File: src/rtl/vme_arb_pkg.sv
// vme_arb_pkg: shared types and constants for the VME command arbiter.
// Holds the arbiter state enum, the read-flag bit position and the idle command word.
package vme_arb_pkg;

    typedef enum logic [1:0] {
        IDLE,
        ISSUE,
        WAIT_DONE,
        RESP
    } arb_state_e;

    localparam int          VME_READ_BIT = 25;
    localparam logic [31:0] VME_IDLE_CMD = 32'h00F80000;

    // A command is a read when its read bit is set.
    function automatic logic is_read(input logic [31:0] cmd);
        return cmd[VME_READ_BIT];
    endfunction

endpackage

File: src/rtl/vme_rr_pick.sv
// vme_rr_pick: combinational requester picker (round-robin, or fixed priority
// when VME_ARB_FIXED_PRIO_EN is defined).
// Ports: req_i request bits, ptr_i last-granted index,
//        gnt_o one-hot grant, idx_o grant index, any_o some request present.
module vme_rr_pick
    import vme_arb_pkg::*;
#(
    parameter  int NREQ = 2,
    localparam int IW   = $clog2(NREQ)
) (
    input  logic [NREQ-1:0] req_i,
    input  logic [IW-1:0]   ptr_i,
    output logic [NREQ-1:0] gnt_o,
    output logic [IW-1:0]   idx_o,
    output logic            any_o
);

`ifdef VME_ARB_FIXED_PRIO_EN
    logic unused_ptr;
    assign unused_ptr = ^ptr_i;

    // Descending scan: the lowest asserted index is written last and wins.
    always_comb begin
        idx_o = '0;
        for (int i = NREQ - 1; i >= 0; i--) begin
            if (req_i[i]) begin
                idx_o = IW'(i);
            end
        end
    end
`else
    // Scan offsets from farthest to nearest after the pointer, so the
    // first asserted index following ptr_i (with wrap) is written last.
    // Offset NREQ is the pointer itself: lowest priority.
    always_comb begin
        int j;
        j     = 0;
        idx_o = '0;
        for (int k = NREQ; k >= 1; k--) begin
            j = int'(ptr_i) + k;
            if (j >= NREQ) begin
                j = j - NREQ;
            end
            if (req_i[j]) begin
                idx_o = IW'(j);
            end
        end
    end
`endif

    always_comb begin
        any_o = |req_i;
        gnt_o = '0;
        if (any_o) begin
            gnt_o[idx_o] = 1'b1;
        end
    end

endmodule

File: src/rtl/vme_cmd_arbiter.sv
// vme_cmd_arbiter: shares one VME command path among NREQ requesters, one
// transaction at a time; round-robin by default, fixed priority with VME_ARB_FIXED_PRIO_EN.
// Ports: req_valid/req_cmd/req_dat/req_ack requester side; rsp_valid/rsp_dat/rsp_err
//        response; busy; start/vme_cmd_reg/vme_dat_reg_in/vme_cmd_rd/vme_dat_wr/
//        vme_dat_reg_out VME engine side.
module vme_cmd_arbiter
    import vme_arb_pkg::*;
#(
    parameter int          NREQ     = 2,
    parameter int          TIMEOUT  = 1023,
    parameter logic [31:0] IDLE_CMD = VME_IDLE_CMD
) (
    input  logic             clk,
    input  logic             rst_n,
    input  logic [NREQ-1:0]  req_valid,
    input  logic [NREQ*32-1:0] req_cmd,
    input  logic [NREQ*32-1:0] req_dat,
    output logic [NREQ-1:0]  req_ack,
    output logic [NREQ-1:0]  rsp_valid,
    output logic [31:0]      rsp_dat,
    output logic             rsp_err,
    output logic             busy,
    output logic             start,
    output logic [31:0]      vme_cmd_reg,
    output logic [31:0]      vme_dat_reg_in,
    input  logic             vme_cmd_rd,
    input  logic             vme_dat_wr,
    input  logic [31:0]      vme_dat_reg_out
);

    localparam int IW  = $clog2(NREQ);
    localparam int CWR = $clog2(TIMEOUT + 1);
    localparam int CW  = (CWR > 10) ? CWR : 10;

    arb_state_e      state_q, state_d;
    logic [NREQ-1:0] gnt_q, gnt_d;
    logic            rd_q, rd_d;
    logic [CW-1:0]   cnt_q, cnt_d;
    logic            start_q, start_d;
    logic [31:0]     vcmd_q, vcmd_d;
    logic [31:0]     vdat_q, vdat_d;
    logic [NREQ-1:0] ack_q, ack_d;
    logic [NREQ-1:0] rv_q, rv_d;
    logic [31:0]     rdat_q, rdat_d;
    logic            rerr_q, rerr_d;

    logic [IW-1:0]   ptr;
    logic [NREQ-1:0] pick_gnt;
    logic [IW-1:0]   pick_idx;
    logic            pick_any;
    logic [31:0]     pick_cmd;
    logic [31:0]     pick_dat;
    logic            tmo;
    logic            abort;

`ifndef VME_ARB_FIXED_PRIO_EN
    logic [IW-1:0]   ptr_q, ptr_d;
    assign ptr = ptr_q;
`else
    assign ptr = '0;
`endif

    vme_rr_pick #(
        .NREQ (NREQ)
    ) u_pick (
        .req_i (req_valid),
        .ptr_i (ptr),
        .gnt_o (pick_gnt),
        .idx_o (pick_idx),
        .any_o (pick_any)
    );

    assign pick_cmd = req_cmd[int'(pick_idx) * 32 +: 32];
    assign pick_dat = req_dat[int'(pick_idx) * 32 +: 32];

    // Counter runs from 0 after the grant edge; the edge on which it
    // would reach TIMEOUT is the abort edge.
    assign tmo = (cnt_q == CW'(TIMEOUT - 1));

    always_comb begin
        state_d = state_q;
        gnt_d   = gnt_q;
        rd_d    = rd_q;
        cnt_d   = cnt_q;
        start_d = start_q;
        vcmd_d  = vcmd_q;
        vdat_d  = vdat_q;
        ack_d   = '0;
        rv_d    = '0;
        rdat_d  = rdat_q;
        rerr_d  = rerr_q;
        abort   = 1'b0;
`ifndef VME_ARB_FIXED_PRIO_EN
        ptr_d   = ptr_q;
`endif

        unique case (state_q)
            IDLE: begin
                if (pick_any) begin
                    ack_d   = pick_gnt;
                    gnt_d   = pick_gnt;
                    rd_d    = is_read(pick_cmd);
                    vcmd_d  = pick_cmd;
                    vdat_d  = pick_dat;
                    start_d = 1'b1;
                    cnt_d   = '0;
                    state_d = ISSUE;
`ifndef VME_ARB_FIXED_PRIO_EN
                    ptr_d   = pick_idx;
`endif
                end
            end
            ISSUE: begin
                cnt_d = cnt_q + CW'(1);
                if (tmo) begin
                    abort = 1'b1;
                end else if (vme_cmd_rd) begin
                    start_d = 1'b0;
                    vcmd_d  = IDLE_CMD;
                    vdat_d  = '0;
                    state_d = WAIT_DONE;
                end
            end
            WAIT_DONE: begin
                cnt_d = cnt_q + CW'(1);
                // A completion on the abort edge still counts as success.
                if (vme_dat_wr) begin
                    rdat_d  = rd_q ? vme_dat_reg_out : 32'h0;
                    rerr_d  = 1'b0;
                    rv_d    = gnt_q;
                    state_d = RESP;
                end else if (tmo) begin
                    abort = 1'b1;
                end
            end
            RESP: begin
                state_d = IDLE;
            end
        endcase

        if (abort) begin
            start_d = 1'b0;
            vcmd_d  = IDLE_CMD;
            vdat_d  = '0;
            rdat_d  = '0;
            rerr_d  = 1'b1;
            rv_d    = gnt_q;
            state_d = RESP;
        end
    end

    always_ff @(posedge clk or negedge rst_n) begin
        if (!rst_n) begin
            state_q <= IDLE;
            gnt_q   <= '0;
            rd_q    <= 1'b0;
            cnt_q   <= '0;
            start_q <= 1'b0;
            vcmd_q  <= IDLE_CMD;
            vdat_q  <= '0;
            ack_q   <= '0;
            rv_q    <= '0;
            rdat_q  <= '0;
            rerr_q  <= 1'b0;
`ifndef VME_ARB_FIXED_PRIO_EN
            ptr_q   <= IW'(NREQ - 1);
`endif
        end else begin
            state_q <= state_d;
            gnt_q   <= gnt_d;
            rd_q    <= rd_d;
            cnt_q   <= cnt_d;
            start_q <= start_d;
            vcmd_q  <= vcmd_d;
            vdat_q  <= vdat_d;
            ack_q   <= ack_d;
            rv_q    <= rv_d;
            rdat_q  <= rdat_d;
            rerr_q  <= rerr_d;
`ifndef VME_ARB_FIXED_PRIO_EN
            ptr_q   <= ptr_d;
`endif
        end
    end

    assign req_ack        = ack_q;
    assign rsp_valid      = rv_q;
    assign rsp_dat        = rdat_q;
    assign rsp_err        = rerr_q;
    assign busy           = (state_q != IDLE);
    assign start          = start_q;
    assign vme_cmd_reg    = vcmd_q;
    assign vme_dat_reg_in = vdat_q;

endmodule

File: config.mk
export PLATFORM = sky130hd
export DESIGN_NAME = vme_cmd_arbiter
export DESIGN_NICKNAME = d
export VERILOG_FILES = /design/src/rtl/vme_arb_pkg.sv /design/src/rtl/vme_rr_pick.sv /design/src/rtl/vme_cmd_arbiter.sv
export SDC_FILE = /design/constraint.sdc
export NUM_CORES = 1
export LEC_CHECK = 0
export ABC_AREA = 1
export CORE_AREA = 10 10 133 135
export CTS_CLUSTER_SIZE = 10
export DETAILED_ROUTE_END_ITERATION = 10
export DIE_AREA = 0 0 143 145
export GPL_TIMING_DRIVEN = 0
export MAX_ROUTING_LAYER = met4
export PLACE_DENSITY = 0.83
export SETUP_SLACK_MARGIN = 0.3
export SYNTH_ARGS = -nofsm -noshare
export SYNTH_HDL_FRONTEND = slang
export SYNTH_SLANG_ARGS = --single-unit
File: constraint.sdc
create_clock -name clk -period 2.57 [get_ports clk]
set_clock_uncertainty 0.05 [all_clocks]
set_input_delay 0.514 -clock clk [delete_from_list [all_inputs] [get_ports clk]]
set_output_delay 0.514 -clock clk [all_outputs]
set_load 0.02 [all_outputs]
==> flow_summary_export.csv <==
group,metric,value,unit
worst_hold_path,hold_class,"flip-flop to flip-flop",
logic_synthesis,ys_ff_latch,118,
cts,htreeDepth,4,
setup_path,r2r_slack,0.44,ns
cells_and_area,layout.nets,1259,
cts,cts_made_buffers,17,
job,drv_cap,0,
route,wl,22.81,mm
die,die_area,20740,um2
setup_path,endpoint,"vme_cmd_reg[23]",
route,via_per_inst,5.012,
cts,clockBufferDepth,2,
die,num_io_pins,269,
logic_synthesis,ys_top_cells_by_area,"dfrtp_1 (47%), nand2_1 (25%), nand4_1 (6.8%)",
setup_path,reg2reg_to,"vme_cmd_reg[8]",
setup_path,worstPathMaxFanout,2,
setup_path,end_kind,"primary output",
sta,final-setup-viol-count,0,
cells_and_area,post_route_cells_drive_above_1_share,7.811,%
setup_path,path_class,"flip-flop to primary output",
cells_and_area,antenna_cells,0,
setup_path,crit_path_start,"vme_cmd_reg[23]",
cts,cts_sinks,118,
placed_design,dp.cells,1252,
cells_and_area,layout.cells.non_filler,1289,
logic_synthesis,avgSynthCellArea,7.446,um2
cts,clkTransAtPathRegs,0.05,ns
die,core_area,15030,um2
logic_synthesis,synth_top_area_share,47.35,%
grt,grt_pass1_vias,6401,
logic_synthesis,synth_nets,966,
placed_design,dpl.hpwl,17.59,mm
setup_path,rr_worst_depth,13,
die,std_cell_rows,45,
setup_path,start_kind,"flip-flop",
placed_design,gp_congestion,0.8842,
sta,slew_violations,0,
logic_synthesis,ys_warn_count,0,
grt,antenna_found_initial,0,
setup_path,crit_cells,1,
setup_path,crit_required,2.01,ns
route,drt_iter0_markers,328,
power,p_per_area,1148,nW/um2
setup_path,worst-path-buf-inv,1,
route,ant_nets,0,
power,leakage,4.672,nW
setup_path,cp_cell_sequence,"clkdlybuf4s50_1",
grt,grt_max_degree,97,
sta,tightestPinTransition,0.7085,ns
cts,clk-insertion-delay-late,0.41,ns
sta,clock.fmax,463.8,MHz
route,drc_errors,0,
sta,rsz0062_at_grt,"false",
logic_synthesis,synth_area_leader_cell,"dfrtp_1",
power,max-vdd-ir-drop,0.5096,mV
cells_and_area,fill_cells,1306,
setup_path,crit_family,"buffers and inverters",
die,die_x,143,um
cells_and_area,syn_to_final_growth,60.98,%
cts,cts_tree,"yes",
route,routed-via-count,6461,
power,power,10.94,mW
logic_synthesis,ys_types,25,
logic_synthesis,yosysSeqAreaShare,50.01,%
setup_path,crit_path_top_delay_cell,"clkdlybuf4s50_1",
die,die_h,145,um
grt,grt_overflow,0,
sta,period_minus_slack,2.156,ns
die,start_util,39.38,%
cts,root_buffer,"clkbuf_16",
setup_path,cp_slowest_stage_delay,0.64,ns
grt,grt_pass1_wl,34.30,mm
route,wl_per_cell,17.70,um
route,dr.pass1.iters,5,
sta,maxSlewHeadroom,52.77,%
run_status,status,"completed",
setup_path,r2r_start,"state_q[0]",
grt,track_usage,21.49,%
logic_synthesis,netlist_area,5919,um2
placed_design,port_buffers,268,
setup_path,worstPathArrival,1.59,ns
logic_synthesis,synthCells,795,
sta,post-route-period-util,83.89,%
sta,finalHoldViolCount,0,
==> synthesized netlist by cell type (all sizes together) <==
library cell,instances
a21oi,4
a31oi,2
and2,1
buf,21
clkbuf,36
clkinv,1
dfrtp,112
dfstp,6
ha,5
inv,24
nand2,400
nand3,42
nand4,64
nor2,26
nor3,5
o21ai,41
o21bai,3
o22ai,1
xor2,1
==> cell families (layout without fill, tap and decap cells) <==
group                      after synthesis  count (layout)  share of synthesized area, %
DFF                                    118             118                         50.01
and+or+nand+nor                        538             538                         38.11
xor gates and xnor gates                 1               1                        0.1480
AOI/OAI and AO/OA                       51              51                         4.502
buffers and inverters                   82             388                         6.172
adders and majority gates                5               5                         1.057
==> placed cells by master (no fill, tap or decap), types with 7 or more instances in the layout <==
cell type        instances
clkbuf_2                12
o21ai_1                 10
nand2_1                398
buf_6                    7
nor2_1                  23
clkbuf_16               17
dfrtp_1                112
inv_1                   19
buf_2                   13
clkdlybuf4s50_1        266
nand3_1                 41
clkbuf_1                28
nand4_1                 64
o21ai_0                 31
==> metrics by stage <==
stage	setup TNS (ns)	util, %	area, um2	setup WS [ns]	hold WS [ns]
floorplan	0	-	5919	0.6901	0.1684
finish	0	63.39	9529	0.4140	0.4145
detailed placement	-4.370	58.98	8866	-0.1738	0.3299
CTS	0	63.03	9475	0.2929	0.4160
global placement	-433.57	58.78	8837	-3.742	0.4058
global route	0	63.39	9529	0.2985	0.4399
==> layer usage <==
layer	track usage, %	part of all wire [%]	wire, um	vias up
li1	-	-	-	3156
met2	34.82	48	10920	314
met4	6.450	1.6	360	0
met5	-	0	0	-
met1	24.59	41	9431	2969
met3	7.236	9.2	2101	22
==> final cells by class <==
cell class | instances | area (um2) | share of cell area, %
timing repair buffer | 274 | 2744 | 28.79
clock buffer | 22 | 464.2 | 4.871
multi-input combinational | 595 | 2605 | 27.34
buffer | 57 | 299.0 | 3.138
sequential | 118 | 2960 | 31.07
clock inverter | 10 | 127.6 | 1.339
tap | 188 | 235.2 | 2.468
inverter | 25 | 93.84 | 0.9848
==> power by group <==
part           leakage, nW  switching (mW)  internal, mW  total [mW]
combinational         2.85            3.32          2.24        5.55
clock                0.293           0.822          1.56        2.38
sequential            1.53           0.385          2.61        3.00
==> worst min path at each step <==
stage / end / start / cells past startpoint
floorplan: cnt_q[0] / rst_n / 0
global placement: vme_cmd_reg[20] / vme_cmd_reg[20] / 2
detailed placement: rsp_dat[15] / rst_n / 1
CTS: vme_cmd_reg[20] / vme_cmd_reg[20] / 2
global route: vme_cmd_reg[0] / vme_cmd_reg[0] / 2
finish: vme_cmd_reg[20] / vme_cmd_reg[20] / 2
==> timing repair <==
item / CTS / global route
setup buffers: 0 / 3
hold endpoints to repair: 22 / 0
endpoints found under the setup margin: 62 / 96
gates resized for setup: 5 / 30
pin swaps: 0 / 0
gates cloned: 0 / 1
hold buffers: 1 / 0
(Power assumes the default switching activity.)
